File: config.mk
export PLATFORM = sky130hd
export DESIGN_NAME = nrd_seq_divider
export DESIGN_NICKNAME = d
export VERILOG_FILES = /design/src/rtl/nrd_div_pkg.sv /design/src/rtl/nrd_addsub.sv /design/src/rtl/nrd_seq_divider.sv
export SDC_FILE = /design/constraint.sdc
export NUM_CORES = 1
export LEC_CHECK = 0
export ABC_AREA = 0
export CORE_ASPECT_RATIO = 0.9
export CORE_MARGIN = 1.5
export CORE_UTILIZATION = 45
export DETAILED_ROUTE_END_ITERATION = 12
export PLACE_DENSITY_LB_ADDON = 0.15
export RECOVER_POWER = 25
export SLEW_MARGIN = 5
export SYNTH_ARGS = -nofsm -noshare
export SYNTH_HDL_FRONTEND = slang
export SYNTH_HIERARCHICAL = 1
export SYNTH_SLANG_ARGS = --single-unit
File: constraint.sdc
create_clock -name clk -period 5.5 [get_ports clk]
set_input_delay 1.375 -clock clk [delete_from_list [all_inputs] [get_ports clk]]
set_output_delay 1.375 -clock clk [all_outputs]
set_load 0.01 [all_outputs]
File: src/rtl/nrd_div_pkg.sv
// Shared types and sizing helpers for the non-restoring sequential divider.
package nrd_div_pkg;

    typedef enum logic [1:0] {
        IDLE = 2'd0,
        RUN  = 2'd1,
        FIX  = 2'd2,
        DONE = 2'd3
    } state_e;

    function automatic int calc_qw(input int width, input int frac_bits);
        return width + frac_bits;
    endfunction

    // Counter must hold values 0..n-1.
    function automatic int calc_cnt_w(input int n);
        return (n <= 2) ? 1 : $clog2(n);
    endfunction

endpackage

File: src/rtl/nrd_addsub.sv
// Single shared adder/subtractor used for every non-restoring iteration.
module nrd_addsub #(
    parameter int N = 26
) (
    input  logic [N-1:0] a,
    input  logic [N-1:0] b,
    input  logic         sub,
    output logic [N-1:0] sum
);

    assign sum = sub ? (a - b) : (a + b);

endmodule

File: src/rtl/nrd_seq_divider.sv
// Iterative unsigned non-restoring divider, one quotient bit per clock.
// NRD_SEQ_DIVIDER_REM_CORRECT_EN adds a FIX cycle producing the true remainder.
module nrd_seq_divider
    import nrd_div_pkg::*;
#(
    parameter int WIDTH     = 24,
    parameter int FRAC_BITS = 24
) (
    input  logic                            clk,
    input  logic                            rst_n,
    input  logic                            in_valid,
    output logic                            in_ready,
    input  logic [WIDTH-1:0]                dividend,
    input  logic [WIDTH-1:0]                divisor,
    output logic                            out_valid,
    input  logic                            out_ready,
    output logic [WIDTH+FRAC_BITS-1:0]      quotient,
    output logic [WIDTH-1:0]                remainder,
    output logic                            div_by_zero
);

    localparam int QW = calc_qw(WIDTH, FRAC_BITS);
    localparam int CW = calc_cnt_w(QW);
    localparam int AW = WIDTH + 2;

    state_e          state_q, state_d;
    logic [CW-1:0]   cnt_q;
    logic [WIDTH-1:0] d_q;
    logic [AW-1:0]   a_q;
    logic [QW-1:0]   q_q;
    logic            dz_q;

    logic [AW-1:0]   a_sh;
    logic [AW-1:0]   as_a;
    logic            as_sub;
    logic [AW-1:0]   as_sum;
    logic            last_iter;

    assign a_sh      = {a_q[AW-2:0], q_q[QW-1]};
    assign last_iter = (cnt_q == CW'(QW - 1));

`ifdef NRD_SEQ_DIVIDER_REM_CORRECT_EN
    // FIX reuses the adder to add D back onto a negative remainder.
    assign as_a   = (state_q == FIX) ? a_q  : a_sh;
    assign as_sub = (state_q == FIX) ? 1'b0 : ~a_q[AW-1];
`else
    assign as_a   = a_sh;
    assign as_sub = ~a_q[AW-1];
`endif

    nrd_addsub #(.N(AW)) u_addsub (
        .a   (as_a),
        .b   ({2'b00, d_q}),
        .sub (as_sub),
        .sum (as_sum)
    );

    always_ff @(posedge clk or negedge rst_n) begin
        if (!rst_n) state_q <= IDLE;
        else        state_q <= state_d;
    end

    always_comb begin
        state_d = state_q;
        case (state_q)
            IDLE: if (in_valid) state_d = (divisor == '0) ? DONE : RUN;
`ifdef NRD_SEQ_DIVIDER_REM_CORRECT_EN
            RUN:  if (last_iter) state_d = FIX;
`else
            RUN:  if (last_iter) state_d = DONE;
`endif
            FIX:  state_d = DONE;
            DONE: if (out_ready) state_d = IDLE;
            default: state_d = IDLE;
        endcase
    end

    always_comb begin
        in_ready  = (state_q == IDLE);
        out_valid = (state_q == DONE);
    end

    always_ff @(posedge clk or negedge rst_n) begin
        if (!rst_n) begin
            cnt_q <= '0;
            d_q   <= '0;
            a_q   <= '0;
            q_q   <= '0;
            dz_q  <= 1'b0;
        end else begin
            case (state_q)
                IDLE: if (in_valid) begin
                    d_q   <= divisor;
                    cnt_q <= '0;
                    dz_q  <= (divisor == '0);
                    if (divisor == '0) begin
                        q_q <= '1;
                        a_q <= {2'b00, dividend};
                    end else begin
                        q_q <= {dividend, {FRAC_BITS{1'b0}}};
                        a_q <= '0;
                    end
                end
                RUN: begin
                    a_q   <= as_sum;
                    q_q   <= {q_q[QW-2:0], ~as_sum[AW-1]};
                    cnt_q <= cnt_q + 1'b1;
                end
`ifdef NRD_SEQ_DIVIDER_REM_CORRECT_EN
                FIX: if (a_q[AW-1]) a_q <= as_sum;
`endif
                default: ;
            endcase
        end
    end

    assign quotient    = q_q;
    assign div_by_zero = dz_q;
`ifdef NRD_SEQ_DIVIDER_REM_CORRECT_EN
    assign remainder   = a_q[WIDTH-1:0];
`else
    assign remainder   = dz_q ? a_q[WIDTH-1:0] : '0;
`endif

endmodule

==> results of run 1 <==
[placed cells by master, fill, tap and decap left out, types with 3 or more instances in the layout]
cell type / n
o21a_1: 4
nand4_1: 5
clkdlybuf4s50_1: 125
nand3b_1: 25
inv_1: 19
o31ai_1: 3
ha_1: 30
xnor2_1: 32
a31oi_1: 32
nor2b_1: 4
buf_4: 3
and2_1: 27
nor4_1: 6
nand2_1: 43
xor2_1: 18
and3_1: 4
nor2_1: 81
nand4b_1: 25
dfrtp_1: 107
a21oi_1: 97
conb_1: 3
a221oi_1: 3
nand2b_1: 6
nand3_1: 5
nor3_1: 39
clkbuf_16: 9
a21o_1: 6
mux2_2: 25
mux2i_1: 4
o21ai_0: 45
[sequential cells by signal, summed over array words and instances (netlist names)]
name,count
state_q,2
a_q,26
div_by_zero,1
d_q,24
quotient,48
cnt_q,6
[final cells by class]
cell class / instances / area, um^2 / area share, %
Clock buffer: 9 / 225.2 / 2.632
Inverter: 19 / 71.32 / 0.8336
Clock inverter: 7 / 51.30 / 0.5996
Tap cell: 198 / 247.7 / 2.896
Sequential cell: 107 / 2678 / 31.30
Multi-Input combinational cell: 611 / 4004 / 46.80
Timing Repair Buffer: 129 / 1279 / 14.95
[worst max path at each step]
stage / slack [ns] / to / cells after the start
after floorplan: 1.94 / quotient[0]$_DFFE_PN0P_ / 15
final: 1.18 / quotient[0]$_DFFE_PN0P_ / 15
after detailed placement: 1.45 / quotient[0]$_DFFE_PN0P_ / 15
after global placement: 1.56 / quotient[0]$_DFFE_PN0P_ / 15
after CTS: 1.30 / quotient[0]$_DFFE_PN0P_ / 15
after global routing: 0.97 / quotient[0]$_DFFE_PN0P_ / 15
[synth_stat cells (all sizes together), types with 3 or more instances]
| cell type | number |
|---|---|
| a21oi | 97 |
| dfrtp | 107 |
| nand2 | 45 |
| a21o | 6 |
| o21a | 4 |
| clkbuf | 30 |
| nand3b | 26 |
| o31ai | 3 |
| nand4 | 5 |
| mux2i | 4 |
| or2 | 3 |
| nor3 | 39 |
| xor2 | 18 |
| inv | 19 |
| nor4 | 6 |
| nand2b | 6 |
| buf | 21 |
| or4 | 3 |
| nor2 | 82 |
| ha | 31 |
| a311oi | 3 |
| mux2 | 26 |
| o21ai | 46 |
| a221oi | 3 |
| a31oi | 32 |
| and2 | 27 |
| nand3 | 5 |
| nor2b | 4 |
| xnor2 | 32 |
| nand4b | 25 |
| and3 | 4 |
[kinds of logic after synthesis]
| group | Yosys count | synth area share (%) |
|---|---|---|
| AND/OR/NAND/NOR | 282 | 22.11 |
| AO/OA/AOI/OAI | 214 | 17.93 |
| other | 1 | 0.05379 |
| multiplexers | 30 | 4.774 |
| flip-flops | 107 | 38.41 |
| buffers and inverters | 70 | 4.594 |
| XOR/XNOR | 50 | 6.281 |
| adder cells (fa/ha/maj) | 32 | 5.851 |
[power groups by stage]
stage                     Sequential, W  Combinational [W]  Clock [W]
after CTS                       0.00152            0.00452   0.000643
after global placement          0.00151            0.00445          0
after floorplan                 0.00146            0.00339          0
final                           0.00152            0.00455   0.000632
after global routing            0.00156            0.00506   0.000679
after detailed placement        0.00152            0.00449          0
[metal layers]
metal  vias to the layer above  global-route usage, %
li1                       2997                      -
met1                      2968                  33.03
met2                       200                  38.88
met3                        37                  5.764
met4                         0                  8.132
met5                         -                      0
[metrics by stage]
step	std cells	util, %
floorplan	788	-
global placement	1064	55.49
detailed placement	1064	55.49
CTS	1080	57.34
global route	1080	57.33
finish	1080	57.33
==> out/qor.txt, run 1 <==
antenna viol nets, final: 0
Power, Total: 0.006699 W
DR WL met2: 9.085 mm
slowest stage cell, crit path: nor4_1
CP cell instances: nor4_1 > nand2_1 > nor3_1 > a31oi_1 > xnor2_1 > ha_1 > nand3_1 > nor3_1 > and2_1 > or2_1 > or3b_4 > a311oi_2 > xnor2_1 > nand2b_1 > a31oi_1
count of final hold-check violations: 0
Synth top area share: 38.41%
startpoint types: flop
fmax: 231.5 MHz
yosys warns: 6
RSZ-0062 raised after global routing: false
Top FF cell, synth: dfrtp_1
Synth area leaders: dfrtp_1 38%, a21oi_1 7.0%, ha_1 5.6%
library cells used by synthesis: 63
n_diodes: 0
overall routed net length: 19.33 mm
via-per-instance ratio: 5.743
HPWL Detailed: 13.60 mm
CP max stage delay: 0.66 ns
PwrDens: 783.0 nW/um^2
crit path DAT: 4.51 ns
hold endpoint: a_q[24]$_DFFE_PN0P_
hold buffers post-CTS: 0
post-CTS resize count: 0
Slew headroom: -26.89%
fin area: 8556 um^2
# fillers: 1349
clock-pin slew on the worst setup and hold paths: 0.07 ns
Sink Count: 107
Final nets: 961
die width: 134.2 um
worst path required time: 5.68 ns
worst-case clock buffer depth: 2
skew final: 0.009679 ns
Mapped Area: 6972 um^2
RR Endpoint: quotient[0]$_DFFE_PN0P_
gr usage total: 24.50%
Sw Pwr: 0.003241 W
kind of cell adding the most delay to the critical path: simple AND/OR/NAND/NOR gates
M1 WL: 8.595 mm
RD Place Congestion: 0.9092
failing checks: capacitance limit, slew limit
final setup fails: 0
hold path depth: 1
launch point of the worst hold path: a_q[24]$_DFFE_PN0P_
Top Layer Used: met4
top cell type by total area after synthesis: dfrtp_1
GRT overflow: 0
clock latency at the later pin of the worst-skew pair: 0.37 ns
drt drc: 0
worst hold slack: 0.5392 ns
Lkg Pwr: 3.467 nW
Reg2Reg Setup Slack: 1.18 ns
synthesis-stage register bit count: 107
Starting Density: 46.71%
sequential share of the synthesized area: 38.41%
CTS buffer count: 9
Clock power frac: 9.4%
FFs w/ async S/R, synth: 100.0%
largest net degree at the start of global routing: 127
maximum vdd ir drop: 993.4 uV
IO buf count: 126
worst slack, placed: 1.454 ns
Gate power share: 68.0%
RR Startpoint: d_q[3]$_DFFE_PN0P_
Buf+Inv Stages, Crit Path: 0
sequential share of power: 22.6%
mean area per synthesized cell: 8.870 um^2
Synth-to-Final Area Change: 22.72%
max-cap violations: 1
# rows: 42
Clock Root Buffer: clkbuf_16
CP Max Fanout: 6
Post-Synthesis Cells: 786
Core ar.: 14920 um^2
min cycle time layout: 4.320 ns
I/O pin cnt: 127
EDFF count, synth: 0
drt initial violations: 491
crit path launch: d_q[3]$_DFFE_PN0P_
Placed Area: 8282 um^2
final count of pins violating max slew: 75
die area: 16250 um^2
Int Power: 0.003458 W
Setup Fix Bufs, Post-CTS: 0
routed length per instance: 17.90 um
Die Height: 121.1 um
vias in the first global route: 5901
R2R depth: 15
switch share: 48.38%
CTS tree: built
setup ws final: 1.180 ns
first-pass GRT wire length: 31.34 mm
Critical Path End Type: flop
met3 routed WL: 1.163 mm
initial antenna violation count: 0
CP Class: reg -> reg
worst hold path class: reg -> reg
H-tree depth: 3
DRT Pass-1 Iters: 5
run status: finished, violations left
Fin Setup TNS: 0 ns
worst slew pin tran: 1.903 ns
Tcrit/Tclk final: 78.55%
layout cells sized above 1: 6.916%
Via Count: 6202
Power figures use the tool's default switching activity.
==> run 2: changes to the inputs <==
==> constraint.sdc (replaced) <==
create_clock -name clk -period 4.5 [get_ports clk]
set_input_delay 1.125 -clock clk [delete_from_list [all_inputs] [get_ports clk]]
set_output_delay 1.125 -clock clk [all_outputs]
set_load 0.01 [all_outputs]
==> out/qor.txt, run 2 (synthesized netlist as in run 1, its figures left out) <==
H-tree depth: 3 (unchanged)
Tcrit/Tclk final: 93.49% (was 78.55%)
DR WL met2: 9.311 mm (was 9.085 mm)
layout cells sized above 1: 7.328% (was 6.916%)
fin area: 8587 um^2 (was 8556 um^2)
Starting Density: 46.71% (unchanged)
crit path DAT: 4.48 ns (was 4.51 ns)
switch share: 47.95% (was 48.38%)
Int Power: 0.004235 W (was 0.003458 W)
post-CTS resize count: 0 (unchanged)
gr usage total: 23.90% (was 24.50%)
hold buffers post-CTS: 0 (unchanged)
Gate power share: 68.1% (was 68.0%)
overall routed net length: 19.04 mm (was 19.33 mm)
first-pass GRT wire length: 30.73 mm (was 31.34 mm)
Critical Path End Type: flop (unchanged)
Multi-input gate area: 4004 um^2 (unchanged)
clock-pin slew on the worst setup and hold paths: 0.07 ns (about the same)
fmax: 237.7 MHz (was 231.5 MHz)
maximum vdd ir drop: 873.7 uV (was 993.4 uV)
drt drc: 0 (unchanged)
worst slew pin tran: 2.152 ns (was 1.903 ns)
HPWL Detailed: 13.63 mm (was 13.60 mm)
GRT overflow: 0 (unchanged)
most frequent cells in the layout: 125 x clkdlybuf4s50_1, 107 x dfrtp_1, 97 x a21oi_1, 81 x nor2_1, 45 x o21ai_0 (unchanged)
run status: finished, violations left (unchanged)
Core ar.: 14920 um^2 (unchanged)
RD Place Congestion: 0.8713 (was 0.9092)
I/O pin cnt: 127 (unchanged)
Placed Area: 8319 um^2 (was 8282 um^2)
CP Max Fanout: 6 (unchanged)
Slew headroom: -43.47% (was -26.89%)
Final nets: 966 (was 961)
Clock Root Buffer: clkbuf_16 (unchanged)
Top Layer Used: met4 (unchanged)
max FFs per register: 48 (unchanged)
die width: 134.2 um (unchanged)
Fin Setup TNS: 0 ns (unchanged)
worst path required time: 4.77 ns (was 5.68 ns)
largest net degree at the start of global routing: 101 (was 127)
DRT Pass-1 Iters: 6 (was 5)
Synth-to-Final Area Change: 23.17% (was 22.72%)
CP max stage delay: 0.61 ns (was 0.66 ns)
die area: 16250 um^2 (unchanged)
worst-case clock buffer depth: 2 (unchanged)
commonest non-fill, non-tap cell in the layout: clkdlybuf4s50_1 (unchanged)
max-cap violations: 1 (unchanged)
M1 WL: 8.515 mm (was 8.595 mm)
Via Count: 6216 (was 6202)
antenna viol nets, final: 0 (unchanged)
CTS tree: built (unchanged)
n_diodes: 0 (unchanged)
Die Height: 121.1 um (unchanged)
final setup fails: 0 (unchanged)
Setup Fix Bufs, Post-CTS: 0 (unchanged)
worst hold path class: reg -> reg (unchanged)
PwrDens: 947.5 nW/um^2 (was 783.0 nW/um^2)
Register Area: 2678 um^2 (unchanged)
slowest stage cell, crit path: nor4_1 (unchanged)
skew final: 0.009456 ns (was 0.009679 ns)
failing checks: capacitance limit, slew limit (unchanged)
sequential share of power: 22.6% (about the same)
met3 routed WL: 1.006 mm (was 1.163 mm)
RSZ-0062 raised after global routing: false (unchanged)
final count of pins violating max slew: 83 (was 75)
min cycle time layout: 4.207 ns (was 4.320 ns)
clock latency at the later pin of the worst-skew pair: 0.36 ns (was 0.37 ns)
Clock power frac: 9.3% (was 9.4%)
Sw Pwr: 0.003902 W (was 0.003241 W)
vias in the first global route: 5858 (was 5901)
Sink Count: 107 (unchanged)
routed length per instance: 17.55 um (was 17.90 um)
CTS buffer count: 9 (unchanged)
count of final hold-check violations: 0 (unchanged)
Lkg Pwr: 3.496 nW (was 3.467 nW)
initial antenna violation count: 0 (unchanged)
# fillers: 1349 (unchanged)
CP Class: reg -> reg (unchanged)
drt initial violations: 478 (was 491)
IO buf count: 126 (unchanged)
startpoint types: flop (unchanged)
via-per-instance ratio: 5.729 (was 5.743)
worst hold slack: 0.5341 ns (was 0.5392 ns)
CP cell instances: nor4_1 > nand2_1 > or2_2 > o21ai_0 > xor2_1 > ha_1 > nand3_1 > nor3_1 > and2_1 > or2_1 > or3b_4 > a311oi_2 > xnor2_1 > nand2b_1 > a31oi_1 (was nor4_1 > nand2_1 > nor3_1 > a31oi_1 > xnor2_1 > ha_1 > nand3_1 > nor3_1 > and2_1 > or2_1 > or3b_4 > a311oi_2 > xnor2_1 > nand2b_1 > a31oi_1)
# rows: 42 (unchanged)
-- run 2: cell types whose count changed in the layout (fill, tap and decap cells not counted) --
cell	previous run	this run
inv_6	2	1
buf_4	3	8
clkinv_2	2	3
clkinv_4	1	2
clkinvlp_4	2	0
clkbuf_1	0	1
-- run 2: layer usage --
layer | up-vias | track usage [%]
met1 | 3000 | 32.43
met3 | 16 | 5.096
met5 | - | 0
met2 | 180 | 39.55
li1 | 3020 | -
met4 | 0 | 4.839
-- run 2: final timing paths --
kind	from	endpoint	slack [ns]	depth (start not counted)
max	d_q[3]$_DFFE_PN0P_	quotient[0]$_DFFE_PN0P_	0.29	15
min	a_q[24]$_DFFE_PN0P_	a_q[24]$_DFFE_PN0P_	0.53	1
min in group asynchronous	rst_n	quotient[32]$_DFFE_PN0P_	1.36	1
max in group asynchronous	rst_n	quotient[20]$_DFFE_PN0P_	1.85	1
max reg2reg	d_q[3]$_DFFE_PN0P_	quotient[0]$_DFFE_PN0P_	0.29	15
min reg2reg	a_q[24]$_DFFE_PN0P_	a_q[24]$_DFFE_PN0P_	0.53	1
-- run 2: power groups by stage --
stage | sequential (W) | clock (W) | combinational (W)
2_1_floorplan | 0.00179 | 0 | 0.00414
3_3_place_gp | 0.00183 | 0 | 0.00546
3_5_place_dp | 0.00185 | 0 | 0.00549
4_1_cts | 0.00184 | 0.000775 | 0.00554
5_1_grt | 0.00191 | 0.000812 | 0.00617
6_report | 0.00184 | 0.000754 | 0.00554
-- run 2: layout make-up --
cell class                      count  area share (%)
Clock buffer                       10           2.666
Sequential cell                   107           31.18
Inverter                           19          0.8305
Timing Repair Buffer              134           15.33
Multi-Input combinational cell    611           46.63
Clock inverter                      6          0.4808
Tap cell                          198           2.885
-- run 2: metrics by stage --
stage,utilization [%],instances,setup WS [ns],total power (W)
2_1_floorplan,-,788,0.9418,0.005931
3_3_place_gp,55.74,1069,0.5698,0.007297
3_5_place_dp,55.74,1069,0.4530,0.007343
4_1_cts,57.55,1085,0.4114,0.008154
5_1_grt,57.54,1085,0.02389,0.008884
6_report,57.54,1085,0.2931,0.008136
-- run 2: critical path, delay by kind of cell (launching register included) --
kind                     cells  cell delay, ns
AO/OA/AOI/OAI                3            0.67
XOR/XNOR                     2            0.30
adder cells (fa/ha/maj)      1            0.31
flip-flops                   1            0.43
AND/OR/NAND/NOR              9            2.43
==> run 3: changes to the inputs <==
--- a/config.mk
+++ b/config.mk
@@ -6,6 +6,7 @@
 export NUM_CORES = 1
 export LEC_CHECK = 0
 export ABC_AREA = 0
+export CAP_MARGIN = 40
 export CORE_ASPECT_RATIO = 0.9
 export CORE_MARGIN = 1.5
 export CORE_UTILIZATION = 45
==> out/qor.txt, run 3 (synthesized netlist as in run 1, its figures left out) <==
CTS buffer count: 9 (unchanged)
Setup Fix Bufs, Post-CTS: 0 (unchanged)
fmax: 243.6 MHz (was 237.7 MHz)
post-CTS resize count: 0 (unchanged)
H-tree depth: 3 (unchanged)
routed length per instance: 17.54 um (was 17.55 um)
CP Class: reg -> reg (unchanged)
skew final: 0.008801 ns (was 0.009456 ns)
CP max stage delay: 0.54 ns (was 0.61 ns)
# rows: 42 (unchanged)
max FFs per register: 48 (unchanged)
GRT overflow: 0 (unchanged)
commonest non-fill, non-tap cell in the layout: clkdlybuf4s50_1 (unchanged)
vias in the first global route: 5857 (was 5858)
min cycle time layout: 4.104 ns (was 4.207 ns)
HPWL Detailed: 13.93 mm (was 13.63 mm)
Slew headroom: -4.814% (was -43.47%)
die area: 16250 um^2 (unchanged)
CTS tree: built (unchanged)
Critical Path End Type: flop (unchanged)
worst hold path class: reg -> reg (unchanged)
CP cell instances: nor4_1 > nand2_1 > nor3_1 > a31oi_1 > xnor2_1 > ha_1 > nand3_1 > nor3_1 > and2_1 > or2_1 > or3b_4 > a311oi_2 > xnor2_1 > nand2b_1 > a31oi_1 (was nor4_1 > nand2_1 > or2_2 > o21ai_0 > xor2_1 > ha_1 > nand3_1 > nor3_1 > and2_1 > or2_1 > or3b_4 > a311oi_2 > xnor2_1 > nand2b_1 > a31oi_1)
final count of pins violating max slew: 29 (was 83)
Core ar.: 14920 um^2 (unchanged)
I/O pin cnt: 127 (unchanged)
Final nets: 969 (was 966)
Tcrit/Tclk final: 91.21% (was 93.49%)
largest net degree at the start of global routing: 101 (unchanged)
Synth-to-Final Area Change: 24.05% (was 23.17%)
count of final hold-check violations: 0 (unchanged)
# fillers: 1333 (was 1349)
max-cap violations: 1 (unchanged)
clock-pin slew on the worst setup and hold paths: 0.07 ns (about the same)
overall routed net length: 19.08 mm (was 19.04 mm)
DRT Pass-1 Iters: 5 (was 6)
Die Height: 121.1 um (unchanged)
maximum vdd ir drop: 752.9 uV (was 873.7 uV)
n_diodes: 0 (unchanged)
run status: finished, violations left (unchanged)
Power, Total: 0.008247 W (was 0.008136 W)
CP Max Fanout: 6 (unchanged)
Via Count: 6249 (was 6216)
die width: 134.2 um (unchanged)
crit path DAT: 4.38 ns (was 4.48 ns)
most frequent cells in the layout: 125 x clkdlybuf4s50_1, 107 x dfrtp_1, 97 x a21oi_1, 81 x nor2_1, 45 x o21ai_0 (unchanged)
layout cells sized above 1: 7.303% (was 7.328%)
PwrDens: 953.6 nW/um^2 (was 947.5 nW/um^2)
drt initial violations: 525 (was 478)
worst slew pin tran: 1.572 ns (was 2.152 ns)
failing checks: capacitance limit, slew limit (unchanged)
startpoint types: flop (unchanged)
Lkg Pwr: 3.514 nW (was 3.496 nW)
RD Place Congestion: 0.8713 (unchanged)
worst path required time: 4.77 ns (about the same)
initial antenna violation count: 0 (unchanged)
via-per-instance ratio: 5.744 (was 5.729)
Starting Density: 46.71% (unchanged)
final setup fails: 0 (unchanged)
Final Core Density: 57.95% (was 57.54%)
drt drc: 0 (unchanged)
first-pass GRT wire length: 30.84 mm (was 30.73 mm)
slowest stage cell, crit path: nor4_1 (unchanged)
Fin Setup TNS: 0 ns (unchanged)
gr usage total: 23.97% (was 23.90%)
IO buf count: 126 (unchanged)
worst-case clock buffer depth: 2 (unchanged)
clock latency at the later pin of the worst-skew pair: 0.36 ns (about the same)
Sink Count: 107 (unchanged)
Clock Root Buffer: clkbuf_16 (unchanged)
antenna viol nets, final: 0 (unchanged)
RSZ-0062 raised after global routing: false (unchanged)
hold buffers post-CTS: 0 (unchanged)
run 3: critical path: cells and delay by family, from the launching register on:
family | cells | cell delay (ns)
XOR/XNOR | 2 | 0.29
flip-flops | 1 | 0.44
adder cells (fa/ha/maj) | 1 | 0.35
AND/OR/NAND/NOR | 9 | 2.31
AO/OA/AOI/OAI | 3 | 0.63
run 3: path summary, 6_finish.rpt:
check                                          from                       end  slack, ns  depth (start not counted)
min in group asynchronous                     rst_n  quotient[32]$_DFFE_PN0P_       1.14                          1
worst min register to register  a_q[24]$_DFFE_PN0P_       a_q[24]$_DFFE_PN0P_       0.53                          1
worst min-delay path            a_q[24]$_DFFE_PN0P_       a_q[24]$_DFFE_PN0P_       0.53                          1
worst max register to register   d_q[3]$_DFFE_PN0P_   quotient[0]$_DFFE_PN0P_       0.40                         15
worst max-delay path             d_q[3]$_DFFE_PN0P_   quotient[0]$_DFFE_PN0P_       0.40                         15
max in group asynchronous                     rst_n      cnt_q[0]$_DFFE_PN0P_       1.12                          3
run 3: area by class of cell:
class	instances	area, um^2	share of cell area, %
sequential	107	2678	30.96
multi-input combinational	611	4004	46.30
clock inverter	4	50.05	0.5787
tap	198	247.7	2.865
clock buffer	12	246.5	2.850
timing repair buffer	137	1351	15.63
inverter	19	71.32	0.8247
run 3: metrics by stage:
stage / hold slack (ns) / instance area, um^2 / std cells / worst slack [ns]
finish: 0.5291 / 8648 / 1088 / 0.3956
global route: 0.5555 / 8648 / 1088 / 0.05695
CTS: 0.5358 / 8678 / 1088 / 0.4045
detailed placement: 0.5199 / 8382 / 1072 / 0.4477
global placement: 0.5179 / 8319 / 1069 / 0.5698
floorplan: 0.4929 / 6979 / 788 / 0.9418
run 3: power by group:
group	internal, W	switching (W)
Combinational	0.00247	0.00312
Clock	0.000447	0.000373
Sequential	0.00141	0.000429
run 3: per-layer routing:
layer / share of wire, % / vias up / track usage [%]
met5: 0 / - / 0
met2: 49 / 156 / 39.20
met3: 4.4 / 18 / 4.344
met4: 1.3 / 0 / 6.116
li1: - / 3025 / -
met1: 45 / 3050 / 32.90
==> RTL edit 1 (settings of run 3) <==
Add a define of `NRD_SEQ_DIVIDER_REM_CORRECT_EN`.
--- a/src/rtl/nrd_seq_divider.sv
+++ b/src/rtl/nrd_seq_divider.sv
@@ -1,5 +1,7 @@
 // Iterative unsigned non-restoring divider, one quotient bit per clock.
 // NRD_SEQ_DIVIDER_REM_CORRECT_EN adds a FIX cycle producing the true remainder.
+`define NRD_SEQ_DIVIDER_REM_CORRECT_EN
+
 module nrd_seq_divider
     import nrd_div_pkg::*;
 #(
Function: changed (a bounded check fails within 4 cycles, from zero or initial values and one cycle with rst_n low).
==> RTL edit 1 against run 3 <==
The flow still finishes with violations (max-capacitance violations, max-slew violations). Routed wire length increased by 5.2%. Count of clock-buffer cells in the layout decreased by 1. Synthesized area increased by 6.0%. First-iteration DRC count decreased by 13%. Cell area increased by 3.3%. Final cell count increased by 2.5%. Non-clock buffer count increased by 2. Sequential cell count unchanged. Die area increased by 5.8%. Worst setup slack got worse by 0.11 ns. Largest cell class unchanged.
Power is left out: the tool's default activity adds up to more than one toggle a clock period on the data nets, which glitch-free logic cannot reach.
==> RTL edit 1: results (changes against run 3) <==
* YS warnings at 6 (unchanged)
* Inserted Clock Buffers at 9 (unchanged)
* IO buf count at 126 (unchanged)
* Final GP Congestion at 0.952 (+9.3%)
* Sequential cell area share at 30.0% (-0.99 points)
* CLK BUF at 11 (-1)
* Hold/Removal Path Class: reg -> reg
* Fraction of layout cells with a size suffix above 1 at 10.6% (+3.3 points)
* First-pass GRT wire length at 32.8 mm (+6.4%)
* Invs w/o clock at 20 (+1)
* Worst R2R Path Depth at 15 (unchanged)
* Initial antenna violation count at 0 (unchanged)
* First-pass iteration count of the detailed router at 5 (unchanged)
* Vias in the first global route at 6,227 (+6.3%)
* Clock network area share at 3.57% (+0.14 points)
* Layout Skew at 0.00888 ns (+0.0000802 ns)
* Fillers at 1,482 (+11%)
* DP Worst Slack at 0.357 ns (-0.0911 ns)
* Worst-margin pin slew at 2.26 ns (+0.686 ns)
* R2R setup slack at 0.28 ns (-0.11 ns)
* Tcrit/Tclk final at 93.7% (+2.5 points)
* Post-synth ARST share at 100% (unchanged)
* Hpwl dp at 14.8 mm (+6.1%)
* Largest cells by area after synthesis: dfrtp_1 (36%), a21oi_1 (10%), mux2_2 (7.8%), ha_1 (5.6%), nor2_1 (4.3%)
* Crit path max fanout at 6 (unchanged)
* Largest net degree at the start of global routing at 80 (-21%)
* Vias per cell at 5.82 (+1.3%)
* Non-clk buf share at 15.3% (-0.32 points)
* Placed cells at 1,099 (+2.5%)
* Final layout net count at 989 (+2.1%)
* Vias post-DR at 6,490 (+3.9%)
* Avg Cell Area, Syn at 8.93 um^2 (+0.72%)
* Distinct cells, synth at 61 (-3.2%)
* Final Max Tran Viols at 40 (+38%)
* Status: finished with violations
* Maxcap violations at 1 (unchanged)
* Htree depth at 3 (unchanged)
* Clock-pin slew on the worst setup and hold paths at 0.07 ns (about the same)
* Multi-input logic area at 0.00424 mm^2 (+5.8%)
* Failing checks: max-capacitance violations, max-slew violations
* Most frequent cell after synthesis: a21oi_1
* Max Root-Sink Buffers at 2 (unchanged)
* CTS sink cnt at 107 (unchanged)
* Hold depth at 2 (+1)
* Multi-input gates at 626 (+2.5%)
* WP data arrival at 4.41 ns (+0.03 ns)
* Main synth FF type: dfrtp_1
* Initial DRC Count at 459 (-13%)
* Drt total wl at 20.1 mm (+5.2%)
* Clock root cell: clkbuf_16
* Worst Hold Slack at 0.503 ns (-0.0261 ns)
* Most frequent cells after synthesis: a21oi_1 (148), dfrtp_1 (107), nor2_1 (84)
* Seq/Total Area, Yosys at 36.2% (-2.2 points)
* Non-clock buffer count in the final layout at 139 (+1.5%)
* Ant diodes at 0 (unchanged)
* Max reg flops at 48 (unchanged)
* All-Layer GR Usage at 23.4% (-0.62 points)
* Skew-Pair Late Insertion Delay at 0.36 ns (about the same)
RTL edit 1: metrics by stage:
stage | util [%] | area (um^2)
after global routing | 55.6 | 8930
after global placement | 53.5 | 8590
after CTS | 55.6 | 8940
after floorplan | - | 7400
after detailed placement | 53.6 | 8620
final | 55.6 | 8930
RTL edit 1: kinds of logic (layout without fill, tap and decap cells):
logic type	Yosys count	count (layout)	share of synthesized area, %
AOI/OAI and AO/OA	242	242	18.5
xor gates and xnor gates	51	51	6.05
adders and majority gates	34	34	5.86
buffers and inverters	96	175	6.76
DFF	107	107	36.2
muxes	58	58	8.72
other	1	3	0.0508
and+or+nand+nor	238	238	17.8
RTL edit 1: metal layers:
layer	vias up	GRT usage, %	part of all wire [%]	wire (um)
met5	-	0	0	0
li1	3098	-	-	-
met2	187	37.1	47	9370
met4	0	5.51	1.4	278
met3	26	4.42	5.5	1100
met1	3179	33.0	46	9330
RTL edit 1: final timing paths:
kind / from / endpoint
worst max-delay path: d_q[3] / quotient[0]
worst min-delay path: div_by_zero / div_by_zero
worst max register to register: d_q[3] / quotient[0]
worst min register to register: div_by_zero / div_by_zero
max in group asynchronous: rst_n / quotient[26]
min in group asynchronous: rst_n / d_q[1]
RTL edit 1: critical path, stage by stage, from the launching register on:
cell	delay (ns)
dfrtp_1	0.43
nor4_1	0.56
nand2_1	0.21
nor3_1	0.30
a31oi_1	0.16
xnor2_1	0.25
ha_1	0.35
nand3_1	0.24
nor3_1	0.09
and2_1	0.16
or2_1	0.23
or3b_4	0.40
a311oi_2	0.27
xnor2_1	0.18
nand2b_1	0.13
a31oi_1	0.08
RTL edit 1: repair_timing:
item / in CTS / in global routing
setup buffers: 0 / 0
setup endpoints to repair: 0 / 1
gates resized for setup: 0 / 2
==> RTL edit 2 (config.mk and constraints of run 3) <==
Without the edit above. The 4 states of `state_e` get a one-hot encoding in 4 bits.
--- a/src/rtl/nrd_div_pkg.sv
+++ b/src/rtl/nrd_div_pkg.sv
@@ -1,11 +1,11 @@
 // Shared types and sizing helpers for the non-restoring sequential divider.
 package nrd_div_pkg;
 
-    typedef enum logic [1:0] {
-        IDLE = 2'd0,
-        RUN  = 2'd1,
-        FIX  = 2'd2,
-        DONE = 2'd3
+    typedef enum logic [3:0] {
+        IDLE = 4'b0001,
+        RUN  = 4'b0010,
+        FIX  = 4'b0100,
+        DONE = 4'b1000
     } state_e;
 
     function automatic int calc_qw(input int width, input int frac_bits);
Check against the original RTL: no difference found for any inputs over 4 cycles, from zero or initial values and one cycle with rst_n low; so few cycles prove little.
==> RTL edit 2 against run 3 <==
Global-route usage rose by 2.5 points. Worst setup slack got worse by 0.081 ns. Routed wire length up 6.6%. Synthesized area is 3.2% lower. Highest routed layer unchanged. The flow still finishes with violations (max-capacitance violations, max-slew violations). Cell area shrank 3.0%. Die area is 3.2% lower. Count of clock-buffer cells in the layout fell by 2. Via count is 2.4% lower. Critical path type unchanged. Sequential cell count increased by 1. Critical path depth unchanged.
Power is not compared: it rests on default switching activity, and its combinational part moved more than twofold at a synthesized area within 25%.
==> RTL edit 2: results (changes against run 3) <==
* Initial antenna violation count at 0 (unchanged)
* Maxcap violations at 1 (unchanged)
* Final Max Tran Viols at 65 (+120%)
* Largest cells by area after synthesis: dfrtp_1 (40%), a21oi_1 (5.6%), ha_1 (5.0%), nand2_1 (5.0%), xnor2_1 (4.2%)
* Vias in the first global route at 6,104 (+4.2%)
* Most frequent cells after synthesis: dfrtp_1 (107), nand2_1 (90), a21oi_1 (75)
* Largest net degree at the start of global routing at 76 (-25%)
* DP Worst Slack at 0.445 ns (-0.00307 ns)
* Layout Skew at 0.0113 ns (+0.00252 ns)
* Placed cells at 1,021 (-4.8%)
* Fin cells at 1,037 (-4.7%)
* Maximum vdd drop at 0.000257 V
* Crit path max fanout at 6 (unchanged)
* Vias per cell at 5.88 (+2.4%)
* Hpwl dp at 14.9 mm (+7.1%)
* Failing checks: max-capacitance violations, max-slew violations
* Max reg flops at 48 (unchanged)
* Initial DRC Count at 428 (-18%)
* All-Layer GR Usage at 26.4% (+2.5 points)
* Cells after Synth at 730 (-7.1%)
* WP data arrival at 4.43 ns (+0.05 ns)
* Final layout net count at 914 (-5.7%)
* Rel. slew slack at -11.4% (-6.6 points)
* First-pass GRT wire length at 32.9 mm (+6.6%)
* Status: finished with violations
* Distinct cells, synth at 73 (+16%)
* Routed WL per cell at 19.6 um (+12%)
* Seq/Total Area, Yosys at 40.1% (+1.7 points)
* Max stage delay on crit path at 0.58 ns (+0.04 ns)
* Fraction of layout cells with a size suffix above 1 at 8.46% (+1.2 points)
* Final GP Congestion at 0.938 (+7.6%)
==> RTL edit 2: worst paths after layout <==
path | slack [ns] | cells after the start | start | end
max reg2reg | 0.32 | 15 | d_q[3] | quotient[0]
min in group asynchronous | 1.17 | 1 | rst_n | a_q[8]
min | 0.49 | 1 | cnt_q[5] | cnt_q[5]
max | 0.32 | 15 | d_q[3] | quotient[0]
max in group asynchronous | 1.45 | 2 | rst_n | quotient[4]
min reg2reg | 0.49 | 1 | cnt_q[5] | cnt_q[5]
==> RTL edit 2: metrics by stage <==
stage	cell area, um^2	hold WS (ns)
after detailed placement	8100	0.483
after CTS	8390	0.491
after floorplan	6750	0.446
after global placement	8100	0.456
after global routing	8390	0.508
final	8390	0.494
==> RTL edit 2: worst register-to-register path: cells and delay by family, from the launching register on <==
kind	cells	cell delay, ns
AND/OR/NAND/NOR	7	1.74
AO/OA/AOI/OAI	5	1.19
XOR/XNOR	2	0.32
adder cells (fa/ha/maj)	1	0.39
flip-flops	1	0.43
==> RTL edit 2: final cells by class <==
cell class | instances | area, um^2
fillers | 1327 | 6270
flip-flops and latches | 108 | 2700
clock buffers | 10 | 229
multi-input cells | 560 | 3740
inverters | 17 | 63.8
repair buffers | 138 | 1340
clock inverters | 6 | 61.3
well taps | 198 | 248
==> RTL edit 2: routing by layer <==
| metal | wire (um) | up-vias | track usage [%] |
|---|---|---|---|
| met2 | 9600 | 182 | 43.1 |
| met3 | 1010 | 37 | 4.38 |
| met4 | 520 | 0 | 9.38 |
| met1 | 9220 | 3001 | 35.6 |
| met5 | 0 | - | 0 |
| li1 | - | 2878 | - |
==> RTL edit 2: power by group through the flow <==
stage / registers [mW] / clock network [mW] / logic [mW]
after global routing: 1.29 / 0.847 / 0.756
after detailed placement: 1.28 / 0 / 0.718
final: 1.27 / 0.793 / 0.712
after global placement: 1.27 / 0 / 0.707
after floorplan: 1.32 / 0 / 0.212
after CTS: 1.26 / 0.814 / 0.720
==> RTL edit 2: cells by family (layout without fill, tap and decap cells) <==
| kind of cell | Yosys count | count (layout) | synth area share, % |
|---|---|---|---|
| other | 1 | 3 | 0.0556 |
| AOI/OAI and AO/OA | 201 | 201 | 21.5 |
| xor gates and xnor gates | 46 | 46 | 5.97 |
| adders and majority gates | 28 | 28 | 5.30 |
| DFF | 108 | 108 | 40.1 |
| muxes | 3 | 3 | 0.445 |
| and+or+nand+nor | 279 | 279 | 21.9 |
| buffers and inverters | 64 | 171 | 4.69 |
